## config.mk

```make
export PLATFORM = sky130hd
export DESIGN_NAME = switch_debouncer
export DESIGN_NICKNAME = d
export VERILOG_FILES = /design/src/rtl/switch_debouncer.sv
export SDC_FILE = /design/constraint.sdc
export NUM_CORES = 1
export LEC_CHECK = 0
export ABC_CLOCK_PERIOD_IN_PS = 4600
export BUFFER_PORTS_ARGS = -buffer_cell sky130_fd_sc_hd__clkbuf_2
export CAP_MARGIN = 25
export CORE_MARGIN = 8
export CORE_UTILIZATION = 40
export CTS_BUF_LIST = sky130_fd_sc_hd__clkbuf_2
export DETAILED_ROUTE_END_ITERATION = 6
export GPL_TIMING_DRIVEN = 0
export PLACE_DENSITY = 0.53
export SLEW_MARGIN = 20
export SYNTH_ARGS = -nofsm -noshare
export SYNTH_HDL_FRONTEND = slang
export SYNTH_SLANG_ARGS = --single-unit
```

## constraint.sdc

```tcl
create_clock -name clk -period 4.6 [get_ports clk]
set_clock_uncertainty 0.2 [all_clocks]
set_input_delay 0.23 -clock clk [delete_from_list [all_inputs] [get_ports clk]]
set_output_delay 0.23 -clock clk [all_outputs]
set_load 0.02 [all_outputs]
```

## src/rtl/switch_debouncer.sv

```systemverilog
// Per-bit switch debouncer: 2-flop synchronizer, stability counter per bit,
// registered rise/fall/changed pulses and a sticky interrupt flag.
module switch_debouncer #(
    parameter int WIDTH   = 8,
    parameter int CNT_MAX = 50000,
    parameter int CNT_W   = 16
) (
    input  logic             clk,
    input  logic             reset,
    input  logic [WIDTH-1:0] sw_raw,
    input  logic             irq_clear,
    output logic [WIDTH-1:0] sw_db,
    output logic [WIDTH-1:0] sw_rise,
    output logic [WIDTH-1:0] sw_fall,
    output logic             sw_changed,
    output logic             irq_pending
);

    localparam logic [CNT_W-1:0] CNT_LAST = CNT_W'(CNT_MAX - 1);

    logic [WIDTH-1:0] sync1;
    logic [WIDTH-1:0] sync2;
    logic [CNT_W-1:0] cnt [WIDTH];
    logic [WIDTH-1:0] differ;
    logic [WIDTH-1:0] accept;

    // A bit is accepted on the edge where its counter has already seen
    // CNT_MAX-1 disagreeing cycles and the current cycle still disagrees.
    always_comb begin
        differ = sync2 ^ sw_db;
        accept = '0;
        for (int i = 0; i < WIDTH; i++) begin
            accept[i] = differ[i] && (cnt[i] == CNT_LAST);
        end
    end

    always_ff @(posedge clk) begin
        if (reset) begin
            sync1       <= '0;
            sync2       <= '0;
            sw_db       <= '0;
            sw_rise     <= '0;
            sw_fall     <= '0;
            sw_changed  <= 1'b0;
            irq_pending <= 1'b0;
            for (int i = 0; i < WIDTH; i++) begin
                cnt[i] <= '0;
            end
        end else begin
            sync1 <= sw_raw;
            sync2 <= sync1;
            for (int i = 0; i < WIDTH; i++) begin
                if (!differ[i] || accept[i]) begin
                    cnt[i] <= '0;
                end else begin
                    cnt[i] <= cnt[i] + CNT_W'(1);
                end
            end
            sw_db      <= sw_db ^ accept;
            sw_rise    <= accept & sync2;
            sw_fall    <= accept & ~sync2;
            sw_changed <= |accept;
            // A new change outranks a clear arriving in the same cycle.
            irq_pending <= sw_changed | (irq_pending & ~irq_clear);
        end
    end

endmodule

```

# Word level (Yosys, flattened, before mapping)
# Memories as Yosys holds them, arrays and structs flattened.
# Cells that the tools add are included.
[op_classes] addsub=8 eq_ne=8 n_mux=66 bitwise_logic=24 n_reduce_logical=25
[ops] cell="$mux 16" count=16
[ops] cell="$add 16x1->16 const B" count=8
[ops] cell="$eq 16x16->1 const B" count=8
[ops] cell="$mux 1" count=50
[ops] cell="$or 1x1->1" count=17
[ops] cell="$and 8x8->8" count=2
[ops] cell="$xor 8x8->8" count=2
[ops] cell="$logic_and 1x1->1" count=8
[ops] cell="$logic_not 1->1" count=8
[ops] cell="$logic_or 1x1->1" count=8
[ops] cell="$not 8->8" count=1
[ops] cell="$reduce_or 8->1" count=1
[ops] cell="$and 1x1->1" count=1
[ops] cell="$not 1->1" count=1
[word_totals] ff_bits=42 mem_bits_rw=128 input_bits=11 out_inout_bits=26 elab_cells=139 n_memories=1
[memory_table] name="cnt" words=8 width=16 rd=8 rd_ports_with_merged_regs=0 write_ports=8 line="23" text="logic [CNT_W-1:0] cnt [WIDTH];"

# Longest topological paths before layout
[logic_depth] ltp_word=8 ltp_mapped=9 ltp_nobuf=6

# Worst setup path after synthesis
# Ideal clock, no wire load.
[synth_timing] path_kind="reg2reg" from="memory cnt[2][11] (netlist: cnt[0][43])" to="memory cnt[2][8] (netlist: cnt[0][40]), data pin" setup_ns=0.254 arrival_time_ns=1.761 setup_slack_ns=2.385 path_stages_with_launch=7 period_less_slack_ns=2.215 path_cell_list="edfxtp_1 -> or4_1 -> nor4_2 -> or3b_1 -> buf_6 -> buf_12 -> nor2_1"
[synth_lines] item="from (decl)" line="23"

==> impl_metrics.toml <==
[status]
status = "completed"

[layout]
area_delta_synth_final_pct = 17.59
fin_nets = 951
layout-drive-gt1-share_pct = 7.937

[critical_path]
crit_family = "simple AND/OR/NAND/NOR gates"
worst-path-max-fanout = 10
cp-end-kind = "flip-flop"
rrSetupSlack_ns = 2.03
reg2reg_to = "cnt[0][26]"
criticalPathCategory = "flip-flop to flip-flop"
slowest_delay_ns = 0.42
crit_path_top_delay_cell = "edfxtp_1"
path_buf_inv = 1
crit_required_ns = 4.85
worst_r2r_path_depth = 7
crit_arrival_ns = 2.82
setup.worst_path.start_class = "flip-flop"
path_cells = "ha_1, nand4_1, nor3_1, nand3_1, nand2_1, clkbuf_1, nor2_1"
rr_startpoint = "cnt[0][16]"

[synthesis]
synth_edf_count = 128
synth_warnings = 0
async_flop_share_pct = 0
syn_avg_cell_area_um2 = 10.99
yosysSeqAreaShare_pct = 58.14
ys_types = 40
ys_seq_elements = 170
synth_cells = 733
syn_area_mm2 = 0.008058
ys.flop_type = "edfxtp_1"

[clock_tree]
clk_latency_ns = 0.70
clk_pin_slew_worst_paths_ns = 0.23
cts_tree = "built"
cts_resized = 0
cts_sinks = 170
cts-root-buf = "clkbuf_2"
numCtsBuffers = 17
htree_levels = 4
clockBufferDepth = 2

[placement]
gp_congestion = 0.7897
port_buffers = 36
dpl.hpwl_mm = 10.64

[power_and_ir_drop]
vdd_drop_max_mv = 0.1798
p_per_area_mw_per_mm2 = 285.3
p_leak_nw = 3.473

[timing]
period_share_pct = 55.96
maxSlewViolCount = 0
grt_setup_unrepaired = "no"
max_slew_margin_pct = 54.04
hold_viol_final = 0
setup_violations = 0
finalCriticalPeriod_ns = 2.574
worst_slew_pin_slew_ns = 0.6832
whs_ns = 0.09269
setup_tns_ns = 0
fmax_ghz = 0.3884

[min_path]
hold_path_end = "sync1[4]"
hp-class = "input port to flip-flop"
min_path_cells = 3
hold_start = "sw_raw[4]"

[detailed_routing]
dr.pass1.iters = 5
drc_errors = 0
viasPerCell = 4.471
ant_nets = 0
routed_wl_mm = 14.49
detail_route.wl_per_cell_um = 11.91
drt_iter0_drc = 223
via_count = 5441

[global_routing]
gr-total-overflow = 0
antenna_found_initial = 1
grt_max_degree = 17
grt_pass1_vias = 5222
track_usage_pct = 12.48
grt_pass1_wl_mm = 24.73

[floorplanning]
fp.dieW_um = 157.9
dieArea_mm2 = 0.02494
initial_utilization_pct = 40.34
dieHeight_um = 157.9
fp.coreArea_mm2 = 0.01997
io_pins = 37
std_cell_rows = 52

[run]
cap_violations = 0
## registers in the layout (all words and copies together) (netlist names), named ones only
signal,count
cnt,128
sync2,8
sw_rise,8
irq_pending,1
sw_changed,1
sw_fall,8
sync1,8
## through the flow
| step | area, um2 | worst slack [ns] | instances | util [%] | total power, mW |
|---|---|---|---|---|---|
| 2_1_floorplan | 8534 | 2.385 | 860 | - | 1.869 |
| 3_3_place_gp | 9052 | 2.021 | 1166 | 45.32 | 1.906 |
| 3_5_place_dp | 9052 | 2.001 | 1166 | 45.32 | 1.907 |
| 4_1_cts | 9470 | 2.001 | 1215 | 47.41 | 2.753 |
| 5_1_grt | 9475 | 1.708 | 1217 | 47.44 | 2.831 |
| 6_report | 9475 | 2.026 | 1217 | 47.44 | 2.703 |
## power breakdown
part / leakage [nW] / switching, mW / total, mW / internal, mW
sequential: 1.66 / 0.0560 / 1.76 / 1.70
combinational: 1.66 / 0.0678 / 0.126 / 0.0586
clock: 0.153 / 0.510 / 0.818 / 0.308
## worst register-to-register path, cell delays in order (launching register included)
cell and delay, ns:
edfxtp_1 0.42, ha_1 0.30, nand4_1 0.17, nor3_1 0.20, nand3_1 0.25, nand2_1 0.27
clkbuf_1 0.41, nor2_1 0.10
## metal layers
metal  track usage, %  part of all wire, %  wire length, um
met1            15.83                   49             7051
met4            4.086                  1.6              236
met3            3.030                  3.8              548
met5                0                    0                0
met2            20.56                   46             6656
## what timing repair did
item / 4_1_cts / 5_1_grt
buffers inserted: 0 / 0
hold endpoints to repair: 31 / 0
hold buffers: 17 / 0
## placed cells by master, fill, tap and decap left out, types with 4 or more instances in the layout
cell type      Yosys  final
or3_1              4      4
nor4b_1           16     16
inv_1             10     10
nor4bb_1           4      4
xor2_1            60     60
and3_1            25     25
and3b_1            4      4
nor2_1           160    160
nand2_1           40     40
xnor2_1           59     59
mux2i_1            8      8
ha_1               8      8
nor3_1            20     20
nor4_1             9      9
dlygate4sd3_1      0     17
clkbuf_1           9      9
nand4_1           19     19
nand3_1           55     55
nor2b_1           20     20
conb_1             1    128
dfxtp_1           42     42
and4_1             6      6
edfxtp_1         128    128
clkbuf_2           1     57
## worst max path at each step
stage,depth (start not counted),start,endpoint,slack [ns]
2_1_floorplan,6,cnt[0][43],cnt[0][40],2.38
3_3_place_gp,5,reset,sw_changed,2.02
3_5_place_dp,5,reset,sw_changed,2.00
4_1_cts,7,cnt[0][16],cnt[0][25],2.00
5_1_grt,7,cnt[0][16],cnt[0][30],1.71
6_report,7,cnt[0][16],cnt[0][26],2.03
## synthesized netlist by cell type (all sizes together), types with 6 or more instances
master	n	share of area, %
and3	25	1.9
and4	6	0.65
buf	7	0.67
clkbuf	10	0.48
dfxtp	42	10
edfxtp	128	48
ha	8	1.2
inv	10	0.47
mux2i	8	0.99
nand2	40	1.9
nand3	55	3.4
nand4	19	1.5
nor2	160	7.5
nor2b	20	1.6
nor3	20	1.2
nor4	10	0.85
nor4b	16	1.7
xnor2	59	6.4
xor2	60	6.5
## layout make-up
type                            count  area [um2]
Clock buffer                       20       100.1
Buffer                             17       92.59
Fill cell                        1954       10500
Clock inverter                     12       147.6
Antenna cell                        2       5.005
Multi-Input combinational cell    663        3720
Timing Repair Buffer               53       350.3
Tap cell                          270       337.8
Inverter                           10       37.54
Sequential cell                   170        4684
## logic make-up after synthesis
logic type	after synthesis	share of synthesized area (%)
other	1	0.04654
DFF	170	58.14
xor gates and xnor gates	119	12.93
and+or+nand+nor	392	24.36
muxes	8	0.9938
buffers and inverters	27	1.615
adders and majority gates	8	1.242
AOI/OAI and AO/OA	8	0.6677
Power figures use the tool's default switching activity.
